## config.mk

```make
export PLATFORM = sky130hd
export DESIGN_NAME = adc_device_emulator
export DESIGN_NICKNAME = d
export VERILOG_FILES = /design/src/rtl/adc_device_emulator.sv
export SDC_FILE = /design/constraint.sdc
export NUM_CORES = 1
export LEC_CHECK = 0
export CAP_MARGIN = 20
export CORE_MARGIN = 3
export CORE_UTILIZATION = 56
export DETAILED_ROUTE_END_ITERATION = 10
export HOLD_SLACK_MARGIN = 0.03
export PLACE_DENSITY = 0.79
export SKIP_LAST_GASP = 1
export SLEW_MARGIN = 30
export SYNTH_ARGS = -nofsm -noshare
export SYNTH_HDL_FRONTEND = slang
export SYNTH_SLANG_ARGS = --single-unit
```

## constraint.sdc

```tcl
create_clock -name clk -period 2.4 [get_ports clk]
set_input_delay 0.48 -clock clk [delete_from_list [all_inputs] [get_ports clk]]
set_output_delay 0.48 -clock clk [all_outputs]
set_load 0.02 [all_outputs]
```

## src/rtl/adc_device_emulator.sv

```systemverilog
// Device-side responder for the 18-bit serial SAR ADC link: BUSY timing, MSB-first
// serial readout, sticky read-error flag, and an optional ramp test pattern.
module adc_device_emulator #(
  parameter int WIDTH             = 18,
  parameter int CONV_CYCLES       = 60,
  parameter int RESET_BUSY_CYCLES = 8,
  parameter int PATTERN_STEP      = 1
) (
  input  logic             clk,
  input  logic             reset,
  input  logic             pattern_en,
  input  logic [WIDTH-1:0] sample_in,
  input  logic             RESET,
  input  logic             CNVST,
  input  logic             CS,
  input  logic             SCLK,
  output logic             BUSY,
  output logic             SDOUT,
  output logic             RDERROR,
  output logic [15:0]      conv_count,
  output logic             read_complete
);

  // state      | meaning
  // IDLE       | waiting for CNVST fall; serial readout allowed
  // DEVRESET   | RESET pin held high; BUSY low
  // RESET_BUSY | post-reset busy window after RESET pin release
  // CONV       | conversion in progress; BUSY high
  typedef enum logic [1:0] {IDLE, DEVRESET, RESET_BUSY, CONV} state_t;

  localparam int TMAX = (CONV_CYCLES > RESET_BUSY_CYCLES) ? CONV_CYCLES : RESET_BUSY_CYCLES;
  localparam int TW   = $clog2(TMAX + 1);
  localparam int BW   = $clog2(WIDTH + 1);

  state_t           state, state_d;
  logic [TW-1:0]    timer, timer_d;
  logic             cnvst_q, sclk_q;
  logic [WIDTH-1:0] shreg, sample_q, ramp;
  logic [BW-1:0]    bit_cnt, bit_cnt_shift;
  logic             rderror;

  logic cnvst_fall, sclk_rise, busy, trigger, shift_en, end_conv, busy_err, read_err;

  assign cnvst_fall = cnvst_q & ~CNVST;
  assign sclk_rise  = ~sclk_q & SCLK;
  assign busy       = (state == CONV) || (state == RESET_BUSY);
  assign trigger    = (state == IDLE) && cnvst_fall;
  assign shift_en   = (state == IDLE) && sclk_rise && !CS;
  assign end_conv   = (state == CONV) && (timer == '0);

  // Shift is applied before the read-error check when both edges coincide.
  assign bit_cnt_shift = (shift_en && bit_cnt != BW'(WIDTH)) ? bit_cnt + 1'b1 : bit_cnt;
  assign busy_err      = cnvst_fall && busy;
  assign read_err      = trigger && !CS && (bit_cnt_shift != '0) && (bit_cnt_shift < BW'(WIDTH));

  assign BUSY    = busy;
  assign SDOUT   = !CS ? shreg[WIDTH-1] : 1'b0;
  assign RDERROR = rderror;

  always_comb begin
    state_d = state;
    timer_d = timer;
    if (RESET) begin
      state_d = DEVRESET;
    end else begin
      case (state)
        IDLE: if (trigger) begin
          state_d = CONV;
          timer_d = TW'(CONV_CYCLES - 1);
        end
        DEVRESET: begin
          state_d = RESET_BUSY;
          timer_d = TW'(RESET_BUSY_CYCLES - 1);
        end
        RESET_BUSY, CONV: begin
          if (timer == '0) state_d = IDLE;
          else timer_d = timer - 1'b1;
        end
        default: state_d = IDLE;
      endcase
    end
  end

  always_ff @(posedge clk or negedge reset) begin
    if (!reset) begin
      state         <= IDLE;
      timer         <= '0;
      cnvst_q       <= 1'b1;
      sclk_q        <= 1'b1;
      shreg         <= '0;
      sample_q      <= '0;
      ramp          <= '0;
      bit_cnt       <= '0;
      rderror       <= 1'b0;
      conv_count    <= '0;
      read_complete <= 1'b0;
    end else begin
      state   <= state_d;
      timer   <= timer_d;
      cnvst_q <= CNVST;
      sclk_q  <= SCLK;
      if (RESET) begin
        rderror       <= 1'b0;
        bit_cnt       <= '0;
        read_complete <= 1'b0;
      end else begin
        read_complete <= shift_en && (bit_cnt == BW'(WIDTH - 1));
        bit_cnt       <= end_conv ? '0 : bit_cnt_shift;
        if (shift_en) shreg <= {shreg[WIDTH-2:0], 1'b0};
        if (end_conv) begin
          shreg      <= sample_q;
          conv_count <= conv_count + 16'd1;
        end
        if (trigger) begin
          sample_q <= pattern_en ? ramp : sample_in;
          if (pattern_en) ramp <= ramp + WIDTH'(PATTERN_STEP);
        end
        if (busy_err || read_err) rderror <= 1'b1;
      end
    end
  end

endmodule

```

## Word level (Yosys, flattened, before mapping)

Cells that the tools add are included.

- Add/sub/neg operators: 4
- Magnitude comparators: 1
- Equality and inequality tests: 9
- Multiplexer cells: 17
- Bitwise operators: 5
- Reductions and logical operators: 25

Operators by type and width:

| operator | number |
|---|---|
| two-way mux 18 bit | 3 |
| adder 18 x 1 -> 18 bit (second input constant) | 1 |
| one-hot mux 6 bit (3 select lines) | 1 |
| adder 16 x 1 -> 16 bit (second input constant) | 1 |
| two-way mux 5 bit | 3 |
| two-way mux 6 bit | 2 |
| logical AND 1 bit | 10 |
| AND reduction 2 bit | 4 |
| logical NOT 6 bit | 1 |
| two-way mux 2 bit | 3 |
| != test 3 bit (second input constant) | 2 |
| one-hot mux 2 bit (3 select lines) | 1 |
| AND reduction 3 bit | 2 |
| subtractor 6 x 1 -> 6 bit (second input constant) | 1 |
| adder 5 x 1 -> 5 bit (second input constant) | 1 |
| equality test 5 bit (second input constant) | 1 |
| less-than comparator 5 bit (second input constant) | 1 |
| != test 5 bit (second input constant) | 1 |
| nonzero test 5 bit | 1 |
| equality test 2 bit (second input constant) | 2 |
| two-way mux 1 bit | 4 |
| != test 2 bit (second input constant) | 2 |
| nonzero test 2 bit | 2 |
| NOT 1 bit | 3 |
| 6 further kinds | 8 |

- Register bits: 87
- Logic and storage cells: 72

## Depth between registers and ports, before layout

Gate-level depths: netlist of run 1.

- Word-level depth: 12
- Mapped depth: 8

## Worst setup path before layout of run 1

Ideal clock, no wire load.

- Kind: flip-flop to flip-flop
- From: register timer[0]
- To: register conv_count[1]
- Library setup time: 0.125 ns
- Arrival: 2.043 ns
- Data required time: 2.275 ns
- Slack: 0.232 ns
- Stages on the path, launching flop included: 7
- Path through: dfrtp_1 > inv_1 > ha_1 > nor3b_1 > nand3_2 > nor2_1 > mux2_2

- Cells in the longest elaborated chain, start to end: 3

Ends and longest elaborated chain:

| what | line | RTL |
|---|---|---|
| start, declared | 36 | `logic [TW-1:0] timer, timer_d;` |
| start signal, assigned | 99 | `timer <= timer_d;` |
| logical NOT 6 bit | 49 | `assign end_conv = (state == CONV) && (timer == '0);` |
| logical AND 1 bit | 49 |  |
| AND reduction 2 bit (no source line) | -- |  |
| end signal, assigned | 112 | `conv_count <= conv_count + 16'd1;` |
| end, declared | 20 | `output logic [15:0] conv_count,` |

No other way between the ends.
A chain may end at the register's enable or synchronous reset.

## Worst setup path in the final report of run 1

- From: input port CS
- To: output port SDOUT

- Cells in the longest elaborated chain, start to end: 1

Ends and longest elaborated chain:

| what | line | RTL |
|---|---|---|
| start, declared | 15 | `input logic CS,` |
| two-way mux 1 bit | 57 | `assign SDOUT = !CS ? shreg[WIDTH-1] : 1'b0;` |
| end, declared | 18 | `output logic SDOUT,` |

No other way between the ends.

==> run summary, run 1 <==
main area contributors after synthesis: dfrtp_1 (51%), xnor2_1 (5.7%), nand2_1 (5.3%), nor2_1 (4.9%), mux2i_1 (4.8%)
CP endpoint kind: output pin
Critical Path Start Type: primary input
syn_nets: 447
Skew-Pair Late Insertion Delay: 350 ps
Worst Hold Class: in -> async
vias: 3193
GR met1 Demand/Resource: 30.0%
die area: 8460 µm²
Hold WS: 112 ps
main flop type after synthesis: dfrtp_1
Reg power frac: 54.4%
Final ANT Viol Nets: 0
DRC: 0
#FFs+latches synth: 87
Global Route Usage Sum: 21.0%
Max Root-Sink Buffers: 2
largest area contributor in the netlist: dfrtp_1
vias in the first global route: 3099
post-synthesis async set-or-reset flop share: 100%
worst-path maximum fanout: 2
CTS resizes: 0
global route total overflow: 0
final setup vio count: 0
RSZ-0062 raised after global routing: no
gr busiest metal: met2
Die Y: 92.0 µm
slew margin rel.: 62.8%
H-tree level count: 3
area share of the largest cell type after synthesis: 51.4%
clk root buf: clkbuf_8
Crit path arrival time: 1740 ps
Final Cell Area: 4990 µm²
Worst VDD drop: 478 µV
I/O pin count: 45
GPL Wtd Cong: 0.912
Cell Area, Placed: 4790 µm²
synth unique cells: 47
Clock power frac: 30.6%
Pre-Repair DR Iteration Count: 4
Finished Core Util: 71.5%
leakage: 0.00224 µW
Switching Fraction: 27.8%
postcts setup bufs: 0
Core Rows: 30
CTS Buf Count: 9
Total Routed Length: 8.33 mm
WP data required: 1920 ps
final period utilization: 92.6%
Final Max Tran Viols: 0
worst r2r src: state[0]
worst slew pin tran: 559 ps
largest net degree at the start of global routing: 47
Post-Synthesis Cells: 416
setup_tns: 0 ps
cell-internal power: 2470 µW
Max Clock Skew: 9.04 ps
initial core utilization: 59.3%
yosys warns: 0
antenna cells: 0
pwr dens: 685 nW/µm²
CTS tree: done
Vias/cell: 5.55
Comb power frac: 15.0%
Area Growth Syn to Fin: 20.6%
global routing usage on met3: 3.20%
Post-synth EDFFs: 0
Chip Width: 92.0 µm
Core Region: 6980 µm²
Max-Cap Viols: 0
CTS sink cnt: 87
Psw: 952 µW
Seq/Total Area, Yosys: 52.6%
syn_area_per_cell: 9.95 µm²
first-pass GRT wire length: 14.3 mm
Max Clock Freq: 450 MHz
min Tclk post-route: 2220 ps
reg-to-reg slack, setup: 320 ps
met2 global-route usage: 33.0%
initial antenna violation count: 0
WL/cell: 14.5 µm
FF-to-FF End: RDERROR
Worst R2R Path Depth: 5
# hold bufs at CTS: 0
Post-Syn Area: 4140 µm²
Crit Path Category: in -> out
clk slew on worst S/H paths: 90 ps
port bufs: 44
fraction of layout cells with a size suffix above 1: 10.6%
outcome: complete, no violations
Final Hold Vio Count: 0
HPWL after DPL: 5.98 mm
Layout Nets: 505
Iteration-0 DRC Markers: 208
-- final cells by class --
cell class | count | area (µm²)
clock buffer | 11 | 141
clock inverter | 5 | 65.1
fill | 546 | 1990
inverter | 9 | 33.8
multi-input combinational | 300 | 1830
sequential | 87 | 2180
tap | 96 | 120
timing repair buffer | 67 | 623
-- worst max-delay path by stage --
stage / slack [ps] / from / end / cells past startpoint
final: 180 / CS / SDOUT / 4
after global routing: 100 / CS / SDOUT / 4
after CTS: 160 / CS / SDOUT / 4
after detailed placement: -130 / SCLK / RDERROR / 6
after global placement: -110 / SCLK / RDERROR / 6
after floorplan: 230 / timer[0] / conv_count[1] / 6
-- cell usage in the layout, fill, tap and decap left out, drive strengths merged, types with 2 or more instances in the layout --
master / synthesis / routed
dfrtp: 85 / 85
nand2: 59 / 59
nor2: 54 / 54
clkdlybuf4s50: 0 / 43
xnor2: 27 / 27
a21oi: 27 / 27
buf: 7 / 24
a31oi: 22 / 22
mux2i: 20 / 20
nand3: 13 / 13
clkbuf: 13 / 11
inv: 9 / 11
and3: 10 / 10
nand4: 8 / 8
xor2: 8 / 8
nor3: 7 / 7
ha: 6 / 6
or3: 5 / 5
o21ai: 4 / 4
and2: 3 / 3
nor3b: 2 / 2
nor2b: 2 / 2
nand3b: 2 / 2
a21boi: 2 / 2
a2bb2oi: 2 / 2
and4: 2 / 2
mux2: 2 / 2
clkinvlp: 0 / 2
dfstp: 2 / 2
or2: 2 / 2
a2111oi: 2 / 2
-- worst max-delay path: stages --
cell	delay [ps]
clkdlybuf4s50_1	420
buf_4	140
nor2b_1	100
clkdlybuf4s50_1	600
-- through the flow --
stage | total power, µW | setup slack [ps] | instances
6_report | 3420 | 177 | 575
3_5_place_dp | 2400 | -132 | 559
4_1_cts | 3440 | 163 | 575
5_1_grt | 3610 | 96.8 | 575
3_3_place_gp | 2360 | -105 | 559
2_1_floorplan | 2180 | 232 | 416
-- power by group through the flow --
stage / clock network, µW / registers [µW] / logic, µW
after detailed placement: 0 / 1880 / 515
final: 1050 / 1860 / 513
after global placement: 0 / 1880 / 481
after floorplan: 0 / 1840 / 336
after CTS: 1060 / 1860 / 521
after global routing: 1130 / 1890 / 588
-- kinds of logic (layout without fill, tap and decap cells) --
logic type	count (synthesis)	after routing	share of synthesized area, %
buffers and inverters	29	92	3.26
xor gates and xnor gates	35	35	7.40
AOI/OAI and AO/OA	64	64	10.0
DFF	87	87	52.6
muxes	22	22	5.38
adders and majority gates	6	6	1.81
and+or+nand+nor	173	173	19.5
-- registers in the layout (all words and copies together) (netlist names), 2 cells and up --
| signal | flops |
|---|---|
| sample_q | 18 |
| shreg | 18 |
| conv_count | 16 |
| ramp | 18 |
| bit_cnt | 5 |
| state | 2 |
| timer | 6 |
-- synthesized netlist by cell type, drive strengths merged (7+ instances only) --
| library cell | instances |
|---|---|
| a21oi | 27 |
| clkbuf | 13 |
| nand2 | 59 |
| inv | 9 |
| buf | 7 |
| nand4 | 8 |
| xor2 | 8 |
| nor3 | 7 |
| and3 | 10 |
| a31oi | 22 |
| nor2 | 54 |
| dfrtp | 85 |
| xnor2 | 27 |
| nand3 | 13 |
| mux2i | 20 |
-- per-layer routing --
layer  routed length (µm)  share of wire (%)  vias to the layer above
met3                  357                4.3                        9
li1                     -                  -                     1545
met2                 3930                 47                       82
met1                 3940                 47                     1557
met4                   99                1.2                        0
met5                    0                  0                        -
Power figures use the tool's default switching activity.
==> run 2, diff against run 1 <==
==> constraint.sdc (replaced) <==
create_clock -name clk -period 2.4 [get_ports clk]
set_input_delay 0.6 -clock clk [delete_from_list [all_inputs] [get_ports clk]]
set_output_delay 0.6 -clock clk [all_outputs]
set_load 0.02 [all_outputs]
==> run summary, run 2 (same netlist as run 1, synthesis figures left out) <==
Switching Fraction: 28.4%
Skew-Pair Late Insertion Delay: 360 ps
Worst R2R Path Depth: 5
Final Cell Area: 5030 µm²
Clock power frac: 31.3%
metal2 WL: 3.99 mm
Reg power frac: 54.1%
WP data required: 2640 ps
first-pass GRT wire length: 14.6 mm
reg-to-reg slack, setup: 290 ps
# hold bufs at CTS: 0
fillcell total: 540
Crit. Startpoint: SCLK
commonest non-fill, non-tap cell in the layout: dfrtp_1
Max Clock Freq: 438 MHz
Chip Width: 92.0 µm
Setup Slack @ Placement: -262 ps
final setup vio count: 0
Crit Path Category: in -> reg
Cell Area, Placed: 4820 µm²
clk slew on worst S/H paths: 90 ps
Pre-Repair DR Iteration Count: 4
most frequent cells in the layout: dfrtp_1 (85), nand2_1 (59), nor2_1 (54)
Die Y: 92.0 µm
Worst Hold Class: in -> async
wire length on met3: 343 µm
vias in the first global route: 3110
Final Max Tran Viols: 0
worst slew pin tran: 458 ps
setup_tns: 0 ps
largest registers: ramp: 18 flops, sample_q: 18 flops, shreg: 18 flops
initial antenna violation count: 0
port bufs: 44
largest net degree at the start of global routing: 55
Final Hold Vio Count: 0
CTS Buf Count: 9
Max Clock Skew: 11.7 ps
Global Route Usage Sum: 21.5%
Final ANT Viol Nets: 0
Area Growth Syn to Fin: 21.6%
Comb power frac: 14.6%
outcome: complete, no violations
FF-to-FF End: RDERROR
Total Routed Length: 8.37 mm
fraction of layout cells with a size suffix above 1: 11.0%
register area: 2180 µm²
top sig layer: met4
slew margin rel.: 69.4%
leakage: 0.00227 µW
Core Rows: 30
Non-Filler Instances: 576
HPWL after DPL: 6.05 mm
worst r2r src: state[1]
Max Root-Sink Buffers: 2
Crit path arrival time: 2520 ps
Vias/cell: 5.50
die area: 8460 µm²
DRC: 0
vias: 3167
final period utilization: 95.2%
Psw: 982 µW
Core Region: 6980 µm²
clk root buf: clkbuf_8
footprint of the multi-input gates: 1830 µm²
WL/cell: 14.5 µm
worst-path maximum fanout: 5
post-route setup slack: 116 ps
initial core utilization: 59.3%
H-tree level count: 3
pwr dens: 688 nW/µm²
Layout Nets: 506
cell-internal power: 2480 µW
postcts setup bufs: 0
Cells after DPL: 560
CP endpoint kind: flop
Hold WS: 186 ps
CTS sink cnt: 87
I/O pin count: 45
Iteration-0 DRC Markers: 239
min Tclk post-route: 2280 ps
antenna cells: 0
Critical Path Start Type: primary input
GPL Wtd Cong: 0.849
WL met1: 3.91 mm
Max-Cap Viols: 0
global route total overflow: 0
RSZ-0062 raised after global routing: no
CTS tree: done
Worst VDD drop: 382 µV
[run 2: changes by cell type in the layout (fill, tap and decap cells not counted), sizes merged]
cell           delta
clkinv            +2
clkbuf            -1
inv               +1
clkdlybuf4s50     -1
dlygate4sd2       +1
clkinvlp          -2
buf               +1
[run 2: worst max-delay path, stage by stage]
cell             delay (ps)
clkdlybuf4s50_1         470
or4b_4                  460
or2_1                   340
or3_1                   400
a31oi_1                 170
mux2i_1                  90
[run 2: power by group through the flow]
stage / Clock (µW) / Sequential (µW) / Combinational [µW]
2_1_floorplan: 0 / 1840 / 336
3_3_place_gp: 0 / 1880 / 486
3_5_place_dp: 0 / 1890 / 515
4_1_cts: 1110 / 1870 / 515
5_1_grt: 1180 / 1900 / 583
6_report: 1080 / 1870 / 507
[run 2: metrics by stage]
step	utilization, %	power (µW)
6_report	72.1	3460
5_1_grt	72.1	3660
4_1_cts	72.1	3490
3_5_place_dp	69.1	2410
3_3_place_gp	69.1	2360
2_1_floorplan	-	2180
[run 2: what timing repair did]
item | 4_1_cts | 5_1_grt
endpoints found under the setup margin | 1 | 0
resized for setup | 1 | 0
endpoints found under the hold margin | 0 | 0
[run 2: cell type report]
cell class	count	share of cell area [%]
flip-flops and latches	87	43.3
multi-input cells	300	36.4
repair buffers	68	13.0
clock buffers	10	2.73
well taps	96	2.39
clock inverters	6	1.52
inverters	9	0.671
[run 2: how the worst max path moves through the flow]
stage                          to  cells after the start
floorplan           conv_count[1]                      6
global placement          RDERROR                      6
detailed placement        RDERROR                      6
CTS                       RDERROR                      6
global route              RDERROR                      6
finish                    RDERROR                      6
[run 2: metal layers]
layer,vias to the layer above,GRT usage [%]
met5,-,0
met4,0,8.42
met3,10,2.95
met2,79,34.7
met1,1528,29.6
li1,1550,-
==> run 3, diff against run 2 <==
--- a/config.mk
+++ b/config.mk
@@ -7,10 +7,12 @@
 export LEC_CHECK = 0
 export CAP_MARGIN = 20
 export CORE_MARGIN = 3
-export CORE_UTILIZATION = 56
+export CORE_UTILIZATION = 60
 export DETAILED_ROUTE_END_ITERATION = 10
+export DONT_BUFFER_PORTS = 1
+export GPL_TIMING_DRIVEN = 0
 export HOLD_SLACK_MARGIN = 0.03
-export PLACE_DENSITY = 0.79
+export PLACE_DENSITY = 0.76
 export SKIP_LAST_GASP = 1
 export SLEW_MARGIN = 30
 export SYNTH_ARGS = -nofsm -noshare
==> run summary, run 3 (same netlist as run 1, synthesis figures left out) <==
outcome: complete, but fails checks
failing checks: hold timing
initial antenna violation count: 0
footprint of the multi-input gates: 1850 µm²
Critical Path Start Type: flop
HPWL after DPL: 5.60 mm
most frequent cells in the layout: dfrtp_1 (85), nand2_1 (59), nor2_1 (53)
clk root buf: clkbuf_8
Power Total: 3410 µW
Worst path slowest cell: dfrtp_1
Worst R2R Path Depth: 7
Core Region: 6530 µm²
Max Clock Freq: 466 MHz
initial core utilization: 63.4%
Core Rows: 29
largest registers: ramp: 18 flops, sample_q: 18 flops, shreg: 18 flops
reg-to-reg slack, setup: 250 ps
Area Growth Syn to Fin: 8.19%
Skew-Pair Late Insertion Delay: 360 ps
Finished Core Util: 68.6%
largest net degree at the start of global routing: 88
Vias/cell: 5.85
Cell Area, Placed: 4240 µm²
Chip Width: 89.1 µm
worst r2r src: timer[0]
CTS sink cnt: 87
Die Y: 89.1 µm
slew margin rel.: 54.7%
setup_tns: 0 ps
die area: 7930 µm²
fraction of layout cells with a size suffix above 1: 8.56%
Final Cell Area: 4480 µm²
final period utilization: 89.4%
crit path buf inv count: 2
RSZ-0062 raised after global routing: no
port bufs: 0
Final Hold Vio Count: 85
WP data required: 2640 ps
clk slew on worst S/H paths: 90 ps
pwr dens: 762 nW/µm²
Max Clock Skew: 12.0 ps
Max Root-Sink Buffers: 2
CP endpoint kind: flop
Max-Cap Viols: 0
leakage: 0.00202 µW
Global Route Usage Sum: 22.7%
H-tree level count: 3
worst slew pin tran: 680 ps
WL/cell: 15.8 µm
commonest non-fill, non-tap cell in the layout: dfrtp_1
Final ANT Viol Nets: 0
Final Max Tran Viols: 0
Total Routed Length: 8.03 mm
worst-path maximum fanout: 10
vias: 2978
Hold WS: -82.3 ps
fillcell total: 497
Crit Path Category: reg -> reg
final setup vio count: 0
antenna cells: 0
Max stage delay on crit path: 410 ps
Pre-Repair DR Iteration Count: 4
CTS Buf Count: 9
Worst Hold Class: in -> async
postcts setup bufs: 0
FF-to-FF End: shreg[13]
Iteration-0 DRC Markers: 176
Top delay family on crit path: simple AND/OR/NAND/NOR gates
Crit path arrival time: 2390 ps
vias in the first global route: 2968
Layout Nets: 458
GPL Wtd Cong: 0.857
register area: 2180 µm²
first-pass GRT wire length: 13.8 mm
CTS tree: done
I/O pin count: 45
Worst VDD drop: 391 µV
global route total overflow: 0
DRC: 0
min Tclk post-route: 2150 ps
CP cell instances: inv_1 > ha_1 > nor3b_2 > nand3_2 > a21oi_4 > buf_2 > a31oi_1
## run 3: changes by cell type in the layout (fill, tap and decap cells not counted), sizes merged
| cell | delta |
|---|---|
| inv | -2 |
| clkbuf | +13 |
| dlygate4sd2 | -1 |
| clkinv | -2 |
| bufinv | +1 |
| clkinvlp | +3 |
| clkdlybuf4s50 | -42 |
| buf | -18 |
## run 3: per-stage QoR
stage | worst slack [ps] | instances
6_report | 254 | 509
5_1_grt | 2.75 | 509
4_1_cts | 122 | 509
3_5_place_dp | -144 | 493
3_3_place_gp | -115 | 493
2_1_floorplan | 232 | 416
## run 3: timing repair
item,CTS,global route
hold endpoints to repair,85,85
setup endpoints to repair,15,23
gates resized for setup,1,5
## run 3: cell type report
class                   count  share of cell area, %
plain buffers              20                   2.29
clock buffers              10                   2.85
clock inverters             6                   2.09
inverters                   9                  0.754
multi-input cells         300                   41.2
flip-flops and latches     87                   48.7
well taps                  77                   2.15
## run 3: layer usage
layer / track usage (%) / wire, µm / part of all wire [%]
met1: 31.1 / 3800 / 47
met2: 35.4 / 3660 / 46
met3: 4.61 / 406 / 5.1
met4: 9.74 / 158 / 2.0
met5: 0 / 0 / 0
## run 3: power by group
part / internal (µW) / total (µW) / leakage [µW] / switching (µW)
registers: 1700 / 1870 / 0.00109 / 170
clock network: 593 / 1140 / 0.000101 / 547
logic: 190 / 402 / 0.000825 / 213
total: 2480 / 3410 / 0.00202 / 930
## run 3: worst max path at each step
stage              from            end  slack [ps]  depth (start not counted)
3_5_place_dp   timer[0]  conv_count[1]        -140                          6
2_1_floorplan  timer[0]  conv_count[1]         230                          6
4_1_cts        state[1]        ramp[2]         120                          6
6_report       timer[0]      shreg[13]         250                          7
5_1_grt        timer[0]       shreg[5]           3                          8
3_3_place_gp   timer[0]  conv_count[1]        -120                          6
